<file path="src/rtl/counter_pkg.sv">
// Shared definitions for the up/down modulo-N counter family.
package counter_pkg;

  // Direction encoding for the inc input.
  localparam logic CNT_UP = 1'b1;
  localparam logic CNT_DN = 1'b0;

  // Ceiling log2, used to confirm the counter width can hold MODULUS-1.
  function automatic int clog2(input int value);
    int result;
    int v;
    result = 0;
    v = value - 1;
    while (v > 0) begin
      result = result + 1;
      v = v >> 1;
    end
    return result;
  endfunction

endpackage

</file>
<file path="src/rtl/updown_modn_counter.sv">
// Parametrised up/down modulo-N counter with clear, range-checked load,
// wrap or saturate at the bounds, and registered ovf/unf/load_err pulses.
module updown_modn_counter
  import counter_pkg::*;
#(
  parameter int MODULUS  = 5,
  parameter int WIDTH    = 3,
  parameter bit SATURATE = 1'b0
) (
  input  logic             clk,
  input  logic             reset_n,
  input  logic             clr,
  input  logic             load,
  input  logic [WIDTH-1:0] load_val,
  input  logic             en,
  input  logic             inc,
  output logic [WIDTH-1:0] cnt,
  output logic             ovf,
  output logic             unf,
  output logic             load_err,
  output logic             at_max,
  output logic             at_zero
);

  // Reject parameter sets whose count range does not fit the register.
  if (MODULUS < 2 || MODULUS > 256) begin : g_bad_modulus
    $error("updown_modn_counter: MODULUS %0d outside 2..256", MODULUS);
  end
  if (clog2(MODULUS) > WIDTH) begin : g_bad_width
    $error("updown_modn_counter: WIDTH %0d too small for MODULUS %0d", WIDTH, MODULUS);
  end

  localparam logic [WIDTH-1:0] MAX_VAL = WIDTH'(MODULUS - 1);
  localparam logic [WIDTH-1:0] ONE     = WIDTH'(1);

  logic [WIDTH-1:0] cnt_nxt;
  logic             ovf_nxt;
  logic             unf_nxt;
  logic             load_err_nxt;

  // Next-state selection with priority clr > load > en > hold.
  always_comb begin
    cnt_nxt      = cnt;
    ovf_nxt      = 1'b0;
    unf_nxt      = 1'b0;
    load_err_nxt = 1'b0;
    if (clr) begin
      cnt_nxt = '0;
    end else if (load) begin
      if (load_val > MAX_VAL) begin
        load_err_nxt = 1'b1;
      end else begin
        cnt_nxt = load_val;
      end
    end else if (en) begin
      // An out-of-range value (only reachable via X or force) goes to 0
      // on the next step rather than propagating garbage.
      if (!(cnt <= MAX_VAL)) begin
        cnt_nxt = '0;
      end else if (inc == CNT_UP) begin
        if (cnt == MAX_VAL) begin
          ovf_nxt = 1'b1;
          cnt_nxt = SATURATE ? MAX_VAL : '0;
        end else begin
          cnt_nxt = cnt + ONE;
        end
      end else begin
        if (cnt == '0) begin
          unf_nxt = 1'b1;
          cnt_nxt = SATURATE ? '0 : MAX_VAL;
        end else begin
          cnt_nxt = cnt - ONE;
        end
      end
    end
  end

  // State and pulse registers; pulses are rewritten every cycle so they never stick.
  always_ff @(posedge clk or negedge reset_n) begin
    if (!reset_n) begin
      cnt      <= '0;
      ovf      <= 1'b0;
      unf      <= 1'b0;
      load_err <= 1'b0;
    end else begin
      cnt      <= cnt_nxt;
      ovf      <= ovf_nxt;
      unf      <= unf_nxt;
      load_err <= load_err_nxt;
    end
  end

  // Terminal-count flags decode straight from the register.
  always_comb begin
    at_max  = (cnt == MAX_VAL);
    at_zero = (cnt == '0);
  end

endmodule

</file>
<file path="config.mk">
export PLATFORM = sky130hd
export DESIGN_NAME = updown_modn_counter
export DESIGN_NICKNAME = d
export VERILOG_FILES = /design/src/rtl/counter_pkg.sv /design/src/rtl/updown_modn_counter.sv
export SDC_FILE = /design/constraint.sdc
export NUM_CORES = 1
export LEC_CHECK = 0
export BUFFER_PORTS_ARGS = -buffer_cell sky130_fd_sc_hd__buf_2
export CORE_AREA = 2 2 39 41
export CTS_CLUSTER_SIZE = 28
export DETAILED_ROUTE_END_ITERATION = 8
export DIE_AREA = 0 0 41 43
export PLACE_DENSITY = 0.61
export SKIP_LAST_GASP = 1
export SLEW_MARGIN = 20
export SYNTH_ARGS = -nofsm -noshare
export SYNTH_HDL_FRONTEND = slang
export SYNTH_SLANG_ARGS = --single-unit
</file>
<file path="constraint.sdc">
create_clock -name clk -period 1.95 [get_ports clk]
set_clock_uncertainty 0.2 [all_clocks]
set_input_delay 0.195 -clock clk [delete_from_list [all_inputs] [get_ports clk]]
set_output_delay 0.195 -clock clk [all_outputs]
set_load 0.005 [all_outputs]
</file>
==> impl_metrics.env <==
export IMPL_crit_path_end="at_max"
export IMPL_netlist_instances=44
export IMPL_dieHeight_um=43
export IMPL_io_buffers=16
export IMPL_cts_root_buf="clkbuf_4"
export IMPL_setup_tns_ns=0
export IMPL_synth_top_area_share_pct=39.1
export IMPL_wl_met2_um=437
export IMPL_timing_rr_end="cnt[1]"
export IMPL_p_clk_share_pct=33.3
export IMPL_nets=77
export IMPL_powerDensity_mw_per_mm2=666
export IMPL_holdPathStages=3
export IMPL_synth_seq_cells=6
export IMPL_antenna_found_initial=0
export IMPL_regArea_um2=150
export IMPL_worst_setup_path_start_kind="flop"
export IMPL_syn_to_final_growth_pct=32.6
export IMPL_outcome="finished, final reports clean"
export IMPL_vias=386
export IMPL_core_area_mm2=0.00138
export IMPL_ys_types=21
export IMPL_finalHoldViolCount=0
export IMPL_stdcell_count=79
export IMPL_end_kind="primary output"
export IMPL_dpl_hpwl_um=705
export IMPL_drtIter0Drc=1
export IMPL_worstReg2RegStart="cnt[0]"
export IMPL_wire_per_inst_um=10.7
export IMPL_grt_pass1_wl_um=1520
export IMPL_cts_setup_buffers=0
export IMPL_ant_nets=0
export IMPL_ys_warn_count=0
export IMPL_synth_largest_area_cell="dfrtp_1"
export IMPL_viasPerCell=4.89
export IMPL_cts_hold_buf=1
export IMPL_cts_sinks=6
export IMPL_p_int_w=0.000243
export IMPL_ys_seq_area_share_pct=39.1
export IMPL_period_minus_slack_ns=1.67
export IMPL_setup_viol=0
export IMPL_clk_pin_slew_ns=0.04
export IMPL_path_class="reg -> out"
export IMPL_ys_dominant_reg_cell="dfrtp_1"
export IMPL_worst_pin_slew_ns=0.271
export IMPL_ios=17
export IMPL_firstDrtPassIters=2
export IMPL_yosys_top_cells_count="dfrtp_1 (6), nor2_1 (5), o21ai_0 (5)"
export IMPL_vdd_drop_max_mv=0.184
export IMPL_crit_fanout=5
export IMPL_crit_path_start="cnt[0]"
export IMPL_syn_cell_area_um2=384
export IMPL_synth_area_per_cell_um2=8.73
export IMPL_worstSkewPairLatency_ns=0.24
export IMPL_start_util_pct=27.8
export IMPL_htree_num_levels=1
export IMPL_ff2ff_setup_slack_ns=0.29
export IMPL_dp_slack_ns=0.285
export IMPL_rsz0062_at_grt="no"
export IMPL_gr_total_overflow=0
export IMPL_drv_slew=0
export IMPL_fmax_ghz=0.599
export IMPL_fill_cells=148
export IMPL_met1Wirelength_um=349
export IMPL_met3_length_um=54
export IMPL_synth_edf_count=0
export IMPL_leakagePower_nw=0.260
export IMPL_maxCapViolations=0
export IMPL_layout_drive_gt1_share_pct=31.7
export IMPL_r2r_cells=6
export IMPL_relSlewSlack_pct=81.9
export IMPL_grt_pass1_vias=398
export IMPL_topRoutingLayerUsed="met3"
export IMPL_cts_buffers=3
export IMPL_pwr_share_seq_pct=42.6
export IMPL_synth_async_sr_flop_share_pct=100
export IMPL_rows=14
export IMPL_worstPathRequired_ns=1.55
export IMPL_hold_path_class="in -> reg"
export IMPL_fin_ws_ns=0.280
export IMPL_grt_total_usage_pct=12.7
export IMPL_die_area_mm2=0.00176
export IMPL_synth_area_top_cells="dfrtp_1 (39%), ha_1 (9.8%), o21ai_0 (6.5%), a211oi_1 (5.9%), nor2_1 (4.9%)"
export IMPL_p_sw_w=0.0000963
export IMPL_cts_resized_gates=0
export IMPL_ctsLongestPathBuffers=2
export IMPL_antenna_cells=0
export IMPL_cts_tree="done"
export IMPL_multiInputGateArea_um2=208
export IMPL_p_comb_share_pct=24.2
export IMPL_post_route_period_util_pct=85.6
export IMPL_syn_num_nets=56
export IMPL_finalWeightedCongestion=0.781
export IMPL_arrival_ns=1.27
export IMPL_die_w_um=41
export IMPL_switching_share_pct=28.4
export IMPL_synth_most_common_cell="dfrtp_1"
export IMPL_drc=0
export IMPL_grt_max_degree=10
export IMPL_wl_um=842
export IMPL_dpl_cell_count=75
## registers in the layout, indices dropped and copies added (netlist names)
| name | flops |
|---|---|
| ovf | 1 |
| cnt | 3 |
| load_err | 1 |
| unf | 1 |
## layout by cell type (no fill, tap or decap), types with 2 or more instances in the layout
cell      count
nand2_1       3
dfrtp_1       6
o21ai_0       5
clkbuf_4      3
ha_1          3
a211oi_1      3
buf_2        16
nor2_1        5
inv_1         4
nor3_1        2
## worst min path at each step
stage                       start     end
final                         inc     ovf
after global routing          inc     ovf
after CTS                     inc     ovf
after detailed placement  reset_n     ovf
after global placement    reset_n     unf
after floorplan           reset_n  cnt[0]
## through the flow
| stage | util [%] | hold slack (ns) | total power (W) | cell area (µm²) |
|---|---|---|---|---|
| global route | 36.8 | 0.0180 | 0.000371 | 509 |
| CTS | 36.8 | 0.000606 | 0.000348 | 509 |
| finish | 36.8 | 0.00733 | 0.000339 | 509 |
| floorplan | - | -0.301 | 0.000193 | 384 |
| detailed placement | 34.4 | -0.174 | 0.000228 | 477 |
| global placement | 34.4 | -0.179 | 0.000227 | 477 |
## power by group through the flow
stage	Sequential [W]	Clock, W	Combinational, W
detailed placement	0.000146	0	0.0000813
global route	0.000146	0.000128	0.0000963
CTS	0.000144	0.000120	0.0000832
global placement	0.000146	0	0.0000811
floorplan	0.000141	0	0.0000517
finish	0.000144	0.000113	0.0000819
## per-layer routing
metal  vias up  global-route usage [%]
li1        197                       -
met1       178                    14.3
met2        11                    20.0
met3         0                    1.57
met4         0                    10.0
met5         -                       0
## worst max-delay path, cell delays in order, from the launching register on
cell and delay (ns):
dfrtp_1 0.42, inv_1 0.08, ha_1 0.24, and2_1 0.17
buf_2 0.12
## cell families (layout without fill, tap and decap cells)
kind of cell    after synthesis  after routing  share of synthesized area [%]
flops                         6              6                           39.1
compound gates               13             13                           22.8
buf+inv                       6             25                           6.84
fa+ha+maj                     3              3                           9.77
simple gates                 15             15                           19.2
xor+xnor                      1              1                           2.28
## layout make-up
type                       instances  area share, %
timing repair buffer              17           17.7
tap                               16           3.93
multi-input combinational         32           40.8
sequential                         6           29.5
inverter                           5           3.69
clock buffer                       3           4.42
No activity file was read; power rests on OpenSTA's default activity.
